--- config.mk ---
export PLATFORM = sky130hd
export DESIGN_NAME = adder_share_arb
export DESIGN_NICKNAME = d
export VERILOG_FILES = /design/src/rtl/adder_share_arb.sv
export SDC_FILE = /design/constraint.sdc
export NUM_CORES = 1
export LEC_CHECK = 0
export ABC_CLOCK_PERIOD_IN_PS = 3740
export BUFFER_PORTS_ARGS = -buffer_cell sky130_fd_sc_hd__buf_2
export CORE_ASPECT_RATIO = 0.6
export CORE_MARGIN = 5
export CORE_UTILIZATION = 41
export CTS_CLUSTER_DIAMETER = 50
export DETAILED_ROUTE_END_ITERATION = 10
export PLACE_DENSITY = 0.88
export SYNTH_ARGS = -nofsm -noshare
export SYNTH_HDL_FRONTEND = slang
export SYNTH_SLANG_ARGS = --single-unit
--- constraint.sdc ---
create_clock -name clk -period 3.74 [get_ports clk]
set_input_delay 0.748 -clock clk [delete_from_list [all_inputs] [get_ports clk]]
set_output_delay 0.748 -clock clk [all_outputs]
set_load 0.01 [all_outputs]
--- src/rtl/adder_share_arb.sv ---
// -----------------------------------------------------------------------------
// adder_share_arb
//   Shares one WIDTH-bit adder among NREQ requesters. A round-robin arbiter
//   picks one valid requester per cycle whenever the single-entry response
//   buffer is free (empty, or being drained this cycle). The winner's sum is
//   registered together with its index so a downstream demux can route it back.
//
// Ports
//   clk        in   clock, rising edge
//   rst_n      in   asynchronous active-low reset
//   req_valid  in   [NREQ]        requester i presents an operand pair
//   req_a      in   [NREQ*WIDTH]  operand a, requester i at [i*WIDTH +: WIDTH]
//   req_b      in   [NREQ*WIDTH]  operand b, same packing
//   req_ready  out  [NREQ]        one-hot grant
//   rsp_valid  out                response buffer holds a result
//   rsp_ready  in                 downstream accepts the response
//   rsp_data   out  [WIDTH]       a + b, mod 2^WIDTH
//   rsp_id     out  [IDW]         index of the producing requester
//   busy       out                rsp_valid | any req_valid
// -----------------------------------------------------------------------------
module adder_share_arb #(
    parameter int WIDTH = 32,
    parameter int NREQ  = 4
) (
    input  logic                    clk,
    input  logic                    rst_n,
    input  logic [NREQ-1:0]         req_valid,
    input  logic [NREQ*WIDTH-1:0]   req_a,
    input  logic [NREQ*WIDTH-1:0]   req_b,
    output logic [NREQ-1:0]         req_ready,
    output logic                    rsp_valid,
    input  logic                    rsp_ready,
    output logic [WIDTH-1:0]        rsp_data,
    output logic [$clog2(NREQ)-1:0] rsp_id,
    output logic                    busy
);

    localparam int IDW = $clog2(NREQ);

    logic [IDW-1:0]   ptr;
    logic [IDW-1:0]   win;
    logic [IDW-1:0]   ptr_next;
    logic             found;
    logic             free;
    logic             accept;
    logic [WIDTH-1:0] a_arr [NREQ];
    logic [WIDTH-1:0] b_arr [NREQ];
    logic [WIDTH-1:0] sum;

    for (genvar g = 0; g < NREQ; g++) begin : g_unpack
        assign a_arr[g] = req_a[g*WIDTH +: WIDTH];
        assign b_arr[g] = req_b[g*WIDTH +: WIDTH];
    end

    // A draining buffer can take a new result in the same cycle, which is
    // what sustains one result per cycle.
    assign free = !rsp_valid || rsp_ready;

    // Round-robin scan starting at ptr; first valid requester wins.
    always_comb begin
        int idx;
        win   = '0;
        found = 1'b0;
        for (int k = 0; k < NREQ; k++) begin
            idx = int'(ptr) + k;
            if (idx >= NREQ) idx = idx - NREQ;
            if (!found && req_valid[idx]) begin
                found = 1'b1;
                win   = idx[IDW-1:0];
            end
        end
    end

    // Grant is also masked by reset so no requester sees a handshake while
    // the block is held in reset.
    assign accept = free && found && rst_n;

    always_comb begin
        req_ready = '0;
        if (accept) req_ready[win] = 1'b1;
    end

    assign sum      = a_arr[win] + b_arr[win];
    assign ptr_next = (win == IDW'(NREQ - 1)) ? '0 : win + 1'b1;
    assign busy     = rsp_valid | (|req_valid);

    always_ff @(posedge clk or negedge rst_n) begin
        if (!rst_n) begin
            rsp_valid <= 1'b0;
            rsp_data  <= '0;
            rsp_id    <= '0;
            ptr       <= '0;
        end else if (accept) begin
            rsp_valid <= 1'b1;
            rsp_data  <= sum;
            rsp_id    <= win;
            ptr       <= ptr_next;
        end else if (rsp_valid && rsp_ready) begin
            // Data and id deliberately hold their last values on drain.
            rsp_valid <= 1'b0;
        end
    end

endmodule
==> metrics.md <==
| Metric | Value |
|---|---|
| Initial antenna violation count | 0 |
| RSZ-0062 raised after global routing | yes |
| Syn Nets | 1124 |
| DP Worst Slack | -0.583 ns |
| Boundary pin count | 303 |
| Via density | 5.57 |
| Critical path startpoint category | primary input |
| Worst-path clk slew | 0.07 ns |
| Core area | 0.0128 mm^2 |
| Clock Skew | 0.00975 ns |
| Overall Power | 8690 uW |
| Worst slew pin tran | 0.784 ns |
| Post-route clock period utilization | 1.06 |
| Clock root cell | clkbuf_16 |
| Post-route DRC violation count | 0 |
| Worst vdd ir | 0.346 mV |
| P&R area growth vs syn | 72.0% |
| # rows | 32 |
| Routed len/inst | 17.6 um |
| Clock tree buffer depth | 2 |
| Final-report setup violation count | 15 |
| Initial Utilization | 0.415 |
| Clk_lat worst skew | 0.29 ns |
| Worst EP arrival | 4.22 ns |
| P_leak | 0.00481 uW |
| Max Freq | 251 MHz |
| Layout cells sized above 1 | 0.477 |
| Routed Antenna Nets | 0 |
| TritonCTS Buffers | 5 |
| Filler cell count | 1009 |
| Crit path launch | req_valid[3] |
| Fin worst setup slack | -0.243 ns |
| Drt initial violations | 620 |
| Post-DP HPWL | 18200 um |
| Yosys Warn Count | 0 |
| Multi-input logic area | 0.00465 mm^2 |
| Async S/R FF share, synth | 1.00 |
| Proportion of synthesized chip area in sequential cells | 0.175 |
| CP Data Required Time | 3.97 ns |
| # nets final | 1539 |
| Largest area contributor in the netlist | nand2_1 |
| Syn Inst Count | 825 |
| Sequential Power Share | 0.082 |
| Clk pwr share | 0.050 |
| Chip width | 157 um |
| First-pass GRT wire length | 35400 um |
| Pint | 4590 uW |
| FF-to-FF End | rsp_data[30] |
| Placed Instances | 1364 |
| Post-synth EDFFs | 0 |
| TritonCTS clock tree | yes |
| Element type at the critical path end | flop |
| Util after Layout | 0.714 |
| Clock sinks | 37 |
| Largest net degree at the start of global routing | 42 |
| Die Area | 0.0154 mm^2 |
| All-Layer GR Usage | 0.281 |
| Commonest non-fill, non-tap cell in the layout | buf_2 |
| Synth cell types | 61 |
| #FFs+latches synth | 37 |
| Reg-to-Reg Start | ptr[0] |
| CP Class | in2reg |
| Gpl congestion | 0.986 |
| Comb pwr share | 0.869 |
| Crit Path Max Fanout | 7 |
| Highest-count cells in the layout ignoring fill and taps | 300 x buf_2, 291 x nand2_1, 133 x buf_4 |
| Worst R2R Setup Slack | -0.21 ns |
| First-pass DRT Iterations | 5 |
| Max Cap Violations | 0 |
| Post-synth top area share | 0.221 |
| Syn avg cell area | 6.43 um^2 |
| Antenna cells | 0 |
| DR vias | 7866 |
| Prevailing post-synth register cell | dfrtp_1 |
| Status | complete, but fails checks |
| Post-layout min period | 3.98 ns |
| Worst r2r path cells | 18 |
| Max H-tree Level | 2 |
| Fin cells | 1411 |
| Final wirelength | 24800 um |
| Sw Pwr | 4110 uW |
| Vias in the first global route | 7217 |
| Number of port buffers | 302 |
| Remaining global-route overflow | 0 |
| Reg area | 926 um^2 |
| Sw Ratio | 0.472 |
| Mapped Area | 0.00530 mm^2 |
| Die extent in y | 98.1 um |
| Relative slew slack | 0.477 |
| Fin. Hold Viols | 0 |
| Pwr Density | 953 mW/mm^2 |
| Max-slew violations | 0 |
| Top post-synthesis cells by area | nand2_1 22%, dfrtp_1 17%, and3_1 8.3% |
| HP Class | in2async |
| Failing checks | negative setup slack |
layout make-up:
class | count | area share
inverters | 8 | 0.00672
flip-flops and latches | 37 | 0.101
clock inverters | 2 | 0.00110
clock buffers | 6 | 0.0141
well taps | 170 | 0.0233
repair buffers | 472 | 0.344
multi-input cells | 716 | 0.509
layer usage:
layer | GRT usage | vias to the layer above | share of wire
met5 | 0 | - | 0
li1 | - | 3724 | -
met3 | 0.0390 | 53 | 0.085
met4 | 0.0680 | 0 | 0.022
met2 | 0.451 | 405 | 0.46
met1 | 0.400 | 3684 | 0.43
state kept, by name, summed over array words and instances, names as in the netlist:
signal / cells
ptr: 2
rsp_valid: 1
rsp_data: 32
rsp_id: 2
critical path, cell delays in order:
cell	delay, ns
buf_8	0.10
nand2b_4	0.12
a211o_1	0.26
nor2b_4	0.14
buf_12	0.15
clkbuf_16	0.17
clkbuf_16	0.16
buf_4	0.13
nand2_1	0.07
a31oi_1	0.10
ha_2	0.40
nand4_1	0.24
nor2_2	0.19
nand3_2	0.13
a21oi_4	0.22
a31oi_1	0.12
buf_4	0.18
or4_4	0.48
nand3_2	0.09
how the worst max path moves through the flow:
| stage | end | slack, ns | cells after the start |
|---|---|---|---|
| 6_report | rsp_data[30] | -0.24 | 19 |
| 5_1_grt | rsp_data[30] | -0.35 | 19 |
| 4_1_cts | rsp_data[29] | -0.17 | 17 |
| 3_5_place_dp | rsp_data[23] | -0.58 | 18 |
| 3_3_place_gp | rsp_data[31] | -0.50 | 17 |
| 2_1_floorplan | rsp_data[27] | -0.17 | 18 |
power by group through the flow:
stage,clock (uW),sequential (uW),combinational [uW]
final,431,710,7550
after global routing,450,729,8080
after CTS,432,702,6480
after detailed placement,0,707,5930
after global placement,0,697,5830
after floorplan,0,778,3480
through the flow:
step / hold slack [ns] / setup TNS, ns / area, um^2
floorplan: 0.452 / -0.658 / 5420
global placement: 0.456 / -8.27 / 7820
detailed placement: 0.465 / -9.58 / 7820
CTS: 0.294 / -1.36 / 8330
global route: 0.296 / -4.27 / 9120
finish: 0.300 / -2.07 / 9120
cells by family after synthesis:
group,after synthesis,synth area share
AOI/OAI and AO/OA,198,0.244
xor gates and xnor gates,24,0.0396
adders and majority gates,36,0.0863
buffers and inverters,72,0.0675
DFF,37,0.175
muxes,1,0.00189
and+or+nand+nor,457,0.386
synth_stat cells (6+ instances only):
library cell / count
a211oi_1: 6
a21o_1: 19
a21oi_1: 29
a31oi_1: 69
and2_1: 7
and3_1: 70
buf_2: 10
clkbuf_1: 41
dfrtp_1: 37
ha_1: 35
inv_1: 8
nand2_1: 312
nand2b_1: 6
nand3_1: 12
nand4_1: 7
nor2_1: 16
o21a_1: 6
o21ai_0: 35
xnor2_1: 10
xor2_1: 14
what timing repair did:
item,CTS,global route
gates resized for setup,47,128
setup endpoints to repair,19,24
pin swaps,32,54
hold buffers,0,0
setup buffers,10,25
cloned,3,3
(Power assumes the default switching activity.)
